[config.mk]
export PLATFORM = sky130hd
export DESIGN_NAME = pe_mac_ws
export DESIGN_NICKNAME = d
export VERILOG_FILES = /design/src/rtl/pe_mac_ws.sv
export SDC_FILE = /design/constraint.sdc
export NUM_CORES = 1
export LEC_CHECK = 0
export ABC_AREA = 1
export BUFFER_PORTS_ARGS = -buffer_cell sky130_fd_sc_hd__buf_2
export CAP_MARGIN = 20
export CORE_MARGIN = 5
export CORE_UTILIZATION = 40
export CTS_BUF_LIST = sky130_fd_sc_hd__clkbuf_8
export CTS_CLUSTER_DIAMETER = 200
export DETAILED_ROUTE_END_ITERATION = 8
export PLACE_DENSITY_LB_ADDON = 0.25
export RECOVER_POWER = 50
export REMOVE_ABC_BUFFERS = 1
export SYNTH_ARGS = -nofsm -noshare
export SYNTH_HDL_FRONTEND = slang
export SYNTH_SLANG_ARGS = --single-unit
[constraint.sdc]
create_clock -name i_clk -period 11.3 [get_ports i_clk]
set_input_delay 1.13 -clock i_clk [delete_from_list [all_inputs] [get_ports i_clk]]
set_output_delay 1.13 -clock i_clk [all_outputs]
set_load 0.1 [all_outputs]
[src/rtl/pe_mac_ws.sv]
// Weight-stationary signed MAC processing element with double-buffered weight,
// pipelined multiply, saturating/wrapping accumulate and a sticky overflow flag.
module pe_mac_ws #(
  parameter int unsigned DATA_WIDTH = 8,
  parameter int unsigned ACC_WIDTH  = 20,
  parameter int unsigned MUL_STAGES = 2,
  parameter bit          SATURATE   = 1'b1
) (
  input  logic                         i_clk,
  input  logic                         i_rest,
  input  logic                         i_weight_load,
  input  logic                         i_weight_swap,
  input  logic signed [DATA_WIDTH-1:0] i_weight_f_top,
  output logic signed [DATA_WIDTH-1:0] o_weight_t_down,
  output logic                         o_weight_load_t_down,
  input  logic                         i_fmap_valid,
  input  logic signed [DATA_WIDTH-1:0] i_fmap_f_left,
  output logic                         o_fmap_valid,
  output logic signed [DATA_WIDTH-1:0] o_fmap_t_right,
  input  logic                         i_psum_valid,
  input  logic signed [ACC_WIDTH-1:0]  i_psum_f_top,
  input  logic                         i_mode,
  output logic                         o_psum_valid,
  output logic signed [ACC_WIDTH-1:0]  o_psum_t_down,
  input  logic                         i_clr_flag,
  output logic                         o_ovf_flag
);

  localparam logic signed [ACC_WIDTH-1:0] AccMax = {1'b0, {(ACC_WIDTH-1){1'b1}}};
  localparam logic signed [ACC_WIDTH-1:0] AccMin = {1'b1, {(ACC_WIDTH-1){1'b0}}};

  logic signed [DATA_WIDTH-1:0] shadow_q, active_q;
  logic                         wload_q;
  logic                         fvld_q;
  logic signed [DATA_WIDTH-1:0] fmap_q;

  logic signed [ACC_WIDTH-1:0]  prod_q [MUL_STAGES];
  logic signed [ACC_WIDTH-1:0]  psum_q [MUL_STAGES];
  logic [MUL_STAGES-1:0]        vld_q;

  logic signed [ACC_WIDTH-1:0]  res_q;
  logic                         res_vld_q;
  logic                         ovf_q;

  logic signed [2*DATA_WIDTH-1:0] mul;
  logic signed [ACC_WIDTH-1:0]    prod_d;
  logic signed [ACC_WIDTH-1:0]    psum_d;
  logic signed [ACC_WIDTH:0]      sum;
  logic                           ovf;
  logic signed [ACC_WIDTH-1:0]    res_d;

  // Issue-stage operands: active_q is the pre-swap value on a swap cycle.
  always_comb begin
    mul    = i_fmap_f_left * active_q;
    prod_d = i_mode ? '0 : ACC_WIDTH'(mul);
    psum_d = i_psum_valid ? i_psum_f_top : '0;
  end

  always_comb begin
    sum = (ACC_WIDTH+1)'(psum_q[MUL_STAGES-1]) + (ACC_WIDTH+1)'(prod_q[MUL_STAGES-1]);
    ovf = sum[ACC_WIDTH] ^ sum[ACC_WIDTH-1];
    res_d = sum[ACC_WIDTH-1:0];
    if (ovf && SATURATE) begin
      res_d = sum[ACC_WIDTH] ? AccMin : AccMax;
    end
  end

  always_ff @(posedge i_clk or posedge i_rest) begin
    if (i_rest) begin
      shadow_q <= '0;
      active_q <= '0;
      wload_q  <= 1'b0;
      fvld_q   <= 1'b0;
      fmap_q   <= '0;
    end else begin
      if (i_weight_load) shadow_q <= i_weight_f_top;
      if (i_weight_swap) active_q <= shadow_q;
      wload_q <= i_weight_load;
      fvld_q  <= i_fmap_valid;
      fmap_q  <= i_fmap_f_left;
    end
  end

  always_ff @(posedge i_clk or posedge i_rest) begin
    if (i_rest) begin
      for (int i = 0; i < int'(MUL_STAGES); i++) begin
        prod_q[i] <= '0;
        psum_q[i] <= '0;
      end
      vld_q <= '0;
    end else begin
      prod_q[0] <= prod_d;
      psum_q[0] <= psum_d;
      vld_q[0]  <= i_fmap_valid;
      for (int i = 1; i < int'(MUL_STAGES); i++) begin
        prod_q[i] <= prod_q[i-1];
        psum_q[i] <= psum_q[i-1];
        vld_q[i]  <= vld_q[i-1];
      end
    end
  end

  // Set has priority over clear so a same-cycle overflow is never lost.
  always_ff @(posedge i_clk or posedge i_rest) begin
    if (i_rest) begin
      res_q     <= '0;
      res_vld_q <= 1'b0;
      ovf_q     <= 1'b0;
    end else begin
      res_vld_q <= vld_q[MUL_STAGES-1];
      if (vld_q[MUL_STAGES-1]) res_q <= res_d;
      if (vld_q[MUL_STAGES-1] && ovf) begin
        ovf_q <= 1'b1;
      end else if (i_clr_flag) begin
        ovf_q <= 1'b0;
      end
    end
  end

  assign o_weight_t_down      = shadow_q;
  assign o_weight_load_t_down = wload_q;
  assign o_fmap_valid         = fvld_q;
  assign o_fmap_t_right       = fmap_q;
  assign o_psum_valid         = res_vld_q;
  assign o_psum_t_down        = res_q;
  assign o_ovf_flag           = ovf_q;

endmodule

After elaboration in Yosys (flattened, before gate mapping)
Cells that the tools add are included.
{"block": "classes", "addsub": 1, "multipliers": 1, "div_mod_pow": 0, "magnitude_cmp": 0, "n_eq_ne": 0, "shift": 0, "n_mux": 6, "n_bitwise": 1, "reduce_logical": 2}
{"op": "$mux 20", "n": 4}
{"op": "$add 20x20->21", "n": 1}
{"op": "$mul 8x8->16", "n": 1}
{"op": "$mux 1", "n": 2}
{"op": "$reduce_bool 2->1", "n": 1}
{"op": "$logic_and 1x1->1", "n": 1}
{"op": "$xor 1x1->1", "n": 1}
{"block": "word_totals", "reg_bits": 130, "latchBits": 0, "ram_bits": 0, "mem_bits_ro": 0, "input_bits": 44, "output_inout_bits": 40, "wordCells": 24, "mem_count": 0}

Depth between registers and ports, before layout
Gate-level depths: netlist of the first run.
{"block": "depth", "depth_word": 4, "ltp_mapped": 19, "depth_no_buf": 18}

Least setup slack after synthesis of the first run
No wires, ideal clock.
{"block": "synth_timing", "kind": "input to register", "startpoint": "input i_fmap_f_left[4]", "endpoint": "register prod_q[33] (netlist name)", "setup_ps": 132, "arrival_ps": 4758, "required_time_ps": 11168, "slack_ps": 6410, "stages": 17, "n_path_buf": 1, "path_cell_list": "clkbuf_1 nand2_1 fa_1 inv_1 fa_1 fa_1 inv_1 fa_1 inv_1 ha_1 a21oi_1 o21ai_0 a21oi_1 nor2_1 nor2_1 xor2_1 nor2_1"}
{"block": "synth_between", "elab_chain_len": 2}
{"item": "start, declared", "line_no": "17", "text": "input logic signed [DATA_WIDTH-1:0] i_fmap_f_left,"}
{"item": "$mul 8x8->16", "line_no": "54", "text": "mul = i_fmap_f_left * active_q;"}
{"item": "$mux 20", "line_no": "55", "text": "prod_d = i_mode ? '0 : ACC_WIDTH'(mul);"}
{"item": "via prod_d[13]", "line_no": "46", "text": "logic signed [ACC_WIDTH-1:0] prod_d;"}
{"item": "end signal, assigned by index", "line_no": "96", "text": "prod_q[i] <= prod_q[i-1];"}
{"item": "end, declared", "line_no": "37", "text": "logic signed [ACC_WIDTH-1:0] prod_q [MUL_STAGES];"}
The timed path passes the listed nets, and every way through them passes these cells.
A chain may end at the register's enable or synchronous reset.

==> run_results.csv, run 1 <==
group,metric,value,unit
run_status,run_status,"finished, violations left",
run_status,violations,"max-capacitance violations, max-slew violations",
synth,synth-edff-count,0,
cells_and_area,multiInputGateArea,3747,sq um
synth,post-synth-top-area-fraction,39.52,%
sta,tns,0,ns
worst_setup_path,path_class,"in -> async",
detailed_routing,drt_iter0_drc,246,
sta,finalHoldViolCount,0,
worst_setup_path,regToRegSetupSlack,6.88,ns
floorplanning,die_w,148.4,um
synth,synth-async-reset-ratio,100.0,%
sta,rsz0062_at_grt,"false",
synth,synth_ff_type,"dfrtp_1",
detailed_routing,vias_per_cell,4.601,
synth,synth_most_common_cell,"nand2_1",
synth,ys_ff_latch,121,
worst_setup_path,start_kind,"input pin",
detailed_routing,wire_per_inst,12.81,um
synth,synth_area_leaders,"dfrtp_1 (40%), fa_1 (15%), nand2_1 (11%)",
clocking,cts_buffers,17,
worst_setup_path,critical-path-top-delay-family,"buffers and inverters",
clocking,cts.sinks,121,
worst_setup_path,crit_path_end_kind,"async pin",
min_path,hold-path-cell-count,0,
detailed_routing,num_vias,5641,
detailed_routing,wirelength,15700,um
cells_and_area,seq_area,3028,sq um
synth,yosys.area.top_type,"dfrtp_1",
sta,clock_skew,0.01405,ns
sta,period_needed,5.490,ns
clocking,ctsHoldBuffers,0,
clocking,cts_buffer_depth,2,
placement,dp_hpwl,12500,um
floorplanning,initial_core_util,40.83,%
clocking,clk_pin_slew_worst_paths,0.08,ns
floorplanning,ios,84,
placement,place_ws,6.210,ns
placement,placed_cells,1194,
pwr,ir_drop,124.4,uV
worst_setup_path,worst-path-buf-inv,3,
pwr,powerDensity,271.3,nW/um^2
sta,max_slew.worst_pin.slew,3.568,ns
run,cap_viol_max_count,2,
synth,ys_seq_area_share,39.52,%
worst_setup_path,crit_required,11.03,ns
cells_and_area,nets,1128,
grt,grt_pass1_vias,5710,
cells_and_area,diodes,0,
synth,yosysWarnings,0,
floorplanning,die_y,148.4,um
floorplanning,core.rowCount,50,
worst_setup_path,timing.rr.start,"active_q[2]",
clocking,post_cts.repair.setup_buffers,0,
cells_and_area,nFillCells,1883,
placement,portBuffers,83,
min_path,hold_path.class,"reg -> reg",
detailed_routing,drtAntennaViolNets,0,
sta,finalWorstSetupSlack,5.810,ns
worst_setup_path,critical_path.startpoint,"i_rest",
worst_setup_path,cp_slowest_cell,"clkbuf_1",
placement,place_area,8277,sq um
detailed_routing,firstDrtPassIters,4,
clocking,insertion_delay,0.44,ns
grt,antenna_found_initial,0,
sta,relSlewSlack,-137.9,%
clocking,htree_num_levels,4,
worst_setup_path,crit_path_cell_trace,"buf_2 > clkinvlp_2 > clkbuf_1",
floorplanning,floorplan.die_area,22020,sq um
sta,fin_crit_sh,48.58,%
synth,syn-cell-area,7662,sq um
worst_setup_path,r2r_cells,17,
sta,slew_violations,124,
grt,grt_pass1_wl,27590,um
synth,synthCells,901,
min_path,hold_start,"psum_q[26]",
sta,fmax,182.2,MHz
detailed_routing,drc,0,
sta,setup_viol,0,
synth,avgSynthCellArea,8.504,sq um
clocking,cts_tree,"yes",
cells_and_area,area_growth,12.82,%
worst_setup_path,worst-path-max-fanout,71,
worst_setup_path,slowest_delay,2.61,ns
synth,synthTopCellsByCount,"nand2_1 (216), inv_1 (207), dfrtp_1 (121), nor2_1 (67), a21oi_1 (58)",
min_path,hold_end,"psum_q[6]",
placement,gp_congestion,0.8562,
clocking,cts_resized,0,
synth,synth.distinct_cells,24,
grt,grt_use_total,15.65,%
worst_setup_path,r2r-end,"prod_q[34]",
grt,grt_max_degree,72,
cells_and_area,drive_gt1_share,11.19,%
clocking,root_buffer,"clkbuf_8",
pwr,leakagePower,4.950,nW
cells_and_area,fin_cells,1226,
floorplanning,coreArea,18770,sq um
worst_setup_path,crit_arrival,5.22,ns
grt,overflow,0,
cells_and_area,stdcell_area,8645,sq um
==> flip-flops by register name, summed over array words and instances, names as in the netlist <==
name	count
psum_q	40
prod_q	32
o_psum_t_down	20
active_q	8
o_fmap_t_right	8
o_weight_t_down	8
vld_q	2
o_ovf_flag	1
o_psum_valid	1
o_weight_load_t_down	1
==> metrics by stage <==
step | util (%) | hold WS, ns | power [W]
2_1_floorplan | - | 0.3312 | 0.001714
3_3_place_gp | 44.10 | 0.3316 | 0.001970
3_5_place_dp | 44.10 | 0.3347 | 0.001985
4_1_cts | 46.18 | 0.3446 | 0.002382
5_1_grt | 46.06 | 0.3488 | 0.002602
6_report | 46.06 | 0.3433 | 0.002345
==> layout make-up <==
| class | count | share of cell area (%) |
|---|---|---|
| clock buffer | 17 | 2.707 |
| clock inverter | 15 | 1.809 |
| inverter | 208 | 9.046 |
| multi-input combinational | 547 | 43.35 |
| sequential | 121 | 35.03 |
| tap | 234 | 3.387 |
| timing repair buffer | 84 | 4.675 |
==> cell usage in the layout, fill, tap and decap left out, types with 3 or more instances in the layout <==
cell and n:
xor2_1 13, buf_2 71, nor2_1 67, clkinvlp_4 3, dfrtp_1 121, o21bai_1 10, nand3_1 24, inv_1 206
clkinv_4 3, a21oi_1 58, clkbuf_8 17, nand2_1 217, inv_8 3, xnor2_1 10, ha_1 49, clkbuf_1 13
nor3_1 4, nand4_1 12, inv_6 5, o21ai_0 19, fa_1 56
==> metal layers <==
metal	track usage, %	share of wire, %
met1	19.93	44
met2	26.95	50
met3	3.565	3.7
met4	4.296	1.4
met5	0	0
==> power by group <==
part           internal [W]  switching [W]  total (W)
Clock              0.000182       0.000201   0.000383
Combinational      0.000424       0.000963    0.00139
Sequential         0.000529      0.0000462   0.000575
Total               0.00114        0.00121    0.00235
==> worst max-delay path by stage <==
stage / end / slack, ns / depth (start not counted)
6_report: prod_q[4] / 5.81 / 3
3_5_place_dp: prod_q[34] / 6.21 / 18
3_3_place_gp: prod_q[34] / 6.30 / 18
2_1_floorplan: prod_q[32] / 6.63 / 16
5_1_grt: prod_q[4] / 4.61 / 3
4_1_cts: prod_q[34] / 6.67 / 18
==> logic make-up (layout without fill, tap and decap cells) <==
kind of cell             count (synthesis)  after routing  share of synthesized area, %
AND/OR/NAND/NOR                        329            329                         17.16
buffers and inverters                  233            324                         11.54
flip-flops                             121            121                         39.52
adder cells (fa/ha/maj)                105            105                         22.63
AO/OA/AOI/OAI                           88             88                         6.221
XOR/XNOR                                23             23                         2.629
multiplexers                             2              2                        0.2939
(Power assumes the default switching activity.)
==> run 2, diff against run 1 <==
- ABC_AREA: 1 -> 0
- clock period: 11.3 -> 5.1 ns (I/O delays scaled with it)
==> run 2 against run 1 <==
Effect of this change:
- the run still ends with max-capacitance violations, max-slew violations left
- highest routed layer unchanged
- cell count down 17%
- critical path type is now reg -> reg
- total power grew 140%
- largest power group unchanged
- final area is 1.7% lower
- largest cell class unchanged
- sequential share of layout area up 0.62 points
- count of clock-buffer cells in the layout is 3 higher
- register-to-register slack got worse by 6.5 ns
==> run_results.csv, run 2 <==
group,metric,value,unit
synth,yosysWarnings,0,
clocking,ctsHoldBuffers,0,
sta,tns,0,ns
pwr,leakagePower,4.150,nW
worst_setup_path,crit_path_cell_trace,"and2_1 > fa_1 > inv_1 > fa_1 > inv_1 > fa_1 > inv_1 > fa_1 > inv_1 > ha_1 > a21oi_1 > o21bai_1 > a2111oi_0 > o31ai_1 > xnor2_1 > nor2_1",
synth,synth-xor-area-share,3.763,%
pwr,ir_drop,284.3,uV
cells_and_area,area_growth,14.04,%
worst_setup_path,crit_arrival,5.00,ns
run,cap_viol_max_count,1,
placement,portBuffers,83,
cells_and_area,final_cell_mix,"dfrtp_1 (121), inv_1 (114), buf_2 (73), fa_1 (56), and2_1 (53)",
sta,relSlewSlack,-93.46,%
min_path,hold-path-cell-count,1,
worst_setup_path,crit_path_end_kind,"flop",
sta,max_slew.worst_pin.slew,2.902,ns
floorplanning,coreArea,18520,sq um
run_status,run_status,"finished, violations left",
cells_and_area,nets,919,
pwr,p_total,0.005651,W
min_path,hold_path.class,"in -> reg",
sta,setup_viol,0,
pwr,pwr-share-seq,22.7,%
synth,synth.distinct_cells,61,
detailed_routing,drtAntennaViolNets,0,
detailed_routing,wirelength,13420,um
grt,grt_use_total,13.86,%
synth,synthCells,683,
worst_setup_path,critical-path-top-delay-family,"adder cells",
worst_setup_path,path_class,"reg -> reg",
floorplanning,floorplan.die_area,21450,sq um
sta,period_needed,4.694,ns
min_path,hold_start,"i_fmap_valid",
synth,synthSimpleGateAreaFrac,11.69,%
floorplanning,initial_core_util,40.22,%
pwr,p_sw_share,47.44,%
synth,synth-adder-area-share,23.28,%
worst_setup_path,start_kind,"flop",
sta,slew_violations,55,
clocking,cts_resized,0,
floorplanning,die_y,146.5,um
grt,grt_pass1_vias,5137,
cells_and_area,diodes,0,
worst_setup_path,slowest_delay,0.58,ns
worst_setup_path,worst-path-buf-inv,4,
worst_setup_path,r2r_cells,16,
synth,synth-async-reset-ratio,100.0,%
clocking,clk_pin_slew_worst_paths,0.08,ns
pwr,p_sw,0.002681,W
detailed_routing,drc,0,
clocking,cts_buffer_depth,2,
sta,fin_crit_sh,92.04,%
sta,fmax,213.0,MHz
synth,synth_most_common_cell,"dfrtp_1",
synth,yosys.area.top_type,"dfrtp_1",
synth,synth_mux_area_share,2.705,%
clocking,insertion_delay,0.43,ns
synth,post-synth-top-area-fraction,40.65,%
pwr,powerDensity,665.3,nW/um^2
cells_and_area,final_common_cell,"dfrtp_1",
clocking,post_cts.repair.setup_buffers,0,
synth,ys_ff_latch,121,
clocking,cts_buffers,17,
pwr,p_clk_share,16.5,%
detailed_routing,drt_iter0_drc,188,
synth,ys_seq_area_share,40.65,%
grt,grt_pass1_wl,24470,um
floorplanning,ios,84,
worst_setup_path,regToRegSetupSlack,0.41,ns
synth,syn-cell-area,7448,sq um
synth,synth_compound_area_share,10.67,%
clocking,cts_tree,"yes",
synth,synth_top_family_by_area,"adder cells",
synth,avgSynthCellArea,10.91,sq um
pwr,power.internal,0.002970,W
grt,antenna_found_initial,0,
clocking,root_buffer,"clkbuf_8",
detailed_routing,wire_per_inst,13.19,um
detailed_routing,firstDrtPassIters,5,
detailed_routing,num_vias,4805,
synth,synthTopCellsByCount,"dfrtp_1 (121), inv_1 (115), and2_1 (66), fa_1 (56), ha_1 (49)",
floorplanning,core.rowCount,50,
worst_setup_path,crit_required,5.41,ns
placement,gp_congestion,0.7851,
floorplanning,die_w,146.5,um
sta,rsz0062_at_grt,"false",
cells_and_area,regMostFlops,"psum_q",
sta,finalHoldViolCount,0,
synth,synth_ff_type,"dfrtp_1",
run_status,violations,"max-capacitance violations, max-slew violations",
grt,grt_max_degree,83,
pwr,p_comb_share,60.9,%
worst_setup_path,cp_slowest_cell,"a2111oi_0",
min_path,hold_end,"vld_q[0]",
placement,dp_hpwl,10300,um
worst_setup_path,worst-path-max-fanout,9,
clocking,htree_num_levels,4,
cells_and_area,drive_gt1_share,17.50,%
synth,synth_area_leaders,"dfrtp_1 (41%), fa_1 (15%), ha_1 (8.2%)",
clocking,cts.sinks,121,
grt,overflow,0,
worst_setup_path,r2r-end,"prod_q[34]",
cells_and_area,largest_reg_flops,40,
detailed_routing,vias_per_cell,4.725,
worst_setup_path,timing.rr.start,"active_q[4]",
sta,clock_skew,0.01191,ns
synth,synth-edff-count,0,
[run 2: changes by cell type after synthesis, sizes merged, moves of 14 or more]
cell   before  now
nand2     217   27
inv       208  115
and2        2   66
nor2       69   30
a21oi      59   32
nand3      24    6
o22ai       0   16
mux2        2   17
xnor2      10   25
nor2b       0   14
[run 2: cell families (layout without fill, tap and decap cells)]
logic type / after synthesis / in the layout
buf+inv: 133 / 233
fa+ha+maj: 105 / 105
xor+xnor: 32 / 32
simple gates: 161 / 161
compound gates: 113 / 113
mux: 18 / 18
flops: 121 / 121
[run 2: cell type report]
class                           count  area [sq um]
Sequential cell                   121          3028
Tap cell                          234         292.8
Clock inverter                     12         162.7
Inverter                          115         432.9
Timing Repair Buffer               86         421.7
Multi-Input combinational cell    429          3881
Clock buffer                       20         275.3
Fill cell                        1755         10020
[run 2: per-layer routing]
metal	routed length, um	part of all wire [%]	up-vias	GRT usage [%]
met4	184	1.4	0	4.657
li1	-	-	2396	-
met3	559	4.2	10	3.569
met2	6444	48	91	22.69
met5	0	0	-	0
met1	6230	46	2308	18.01
[run 2: worst register-to-register path: stages, from the launching register on]
cell	delay (ns)
dfrtp_1	0.48
and2_1	0.20
fa_1	0.54
inv_1	0.05
fa_1	0.47
inv_1	0.05
fa_1	0.52
inv_1	0.05
fa_1	0.52
inv_1	0.04
ha_1	0.34
a21oi_1	0.22
o21bai_1	0.11
a2111oi_0	0.59
o31ai_1	0.18
xnor2_1	0.15
nor2_1	0.05
[run 2: worst max path at each step]
stage / start / endpoint / slack, ns / depth (start not counted)
CTS: active_q[4] / prod_q[34] / 0.37 / 16
floorplan: i_fmap_f_left[0] / prod_q[34] / 0.66 / 15
global route: active_q[7] / prod_q[34] / 0.009 / 15
global placement: i_fmap_f_left[3] / prod_q[34] / 0.21 / 17
finish: active_q[4] / prod_q[34] / 0.41 / 16
detailed placement: i_fmap_f_left[3] / prod_q[34] / 0.17 / 17
[run 2: through the flow]
step / cell area, sq um / instances / setup slack (ns) / hold WS, ns / util, %
floorplan: 7341 / 665 / 0.6555 / 0.3312 / -
global placement: 8066 / 984 / 0.2139 / 0.3316 / 43.56
detailed placement: 8066 / 984 / 0.1679 / 0.3347 / 43.56
CTS: 8504 / 1016 / 0.3655 / 0.1341 / 45.93
global route: 8494 / 1017 / 0.008690 / 0.1499 / 45.87
finish: 8494 / 1017 / 0.4062 / 0.1758 / 45.87
[run 2: power by group through the flow]
stage               Sequential, W  Clock (W)  Combinational (W)
global route              0.00131    0.00101            0.00394
CTS                       0.00128   0.000968            0.00349
global placement          0.00130          0            0.00344
detailed placement        0.00130          0            0.00347
finish                    0.00128   0.000931            0.00344
floorplan                 0.00194          0            0.00221
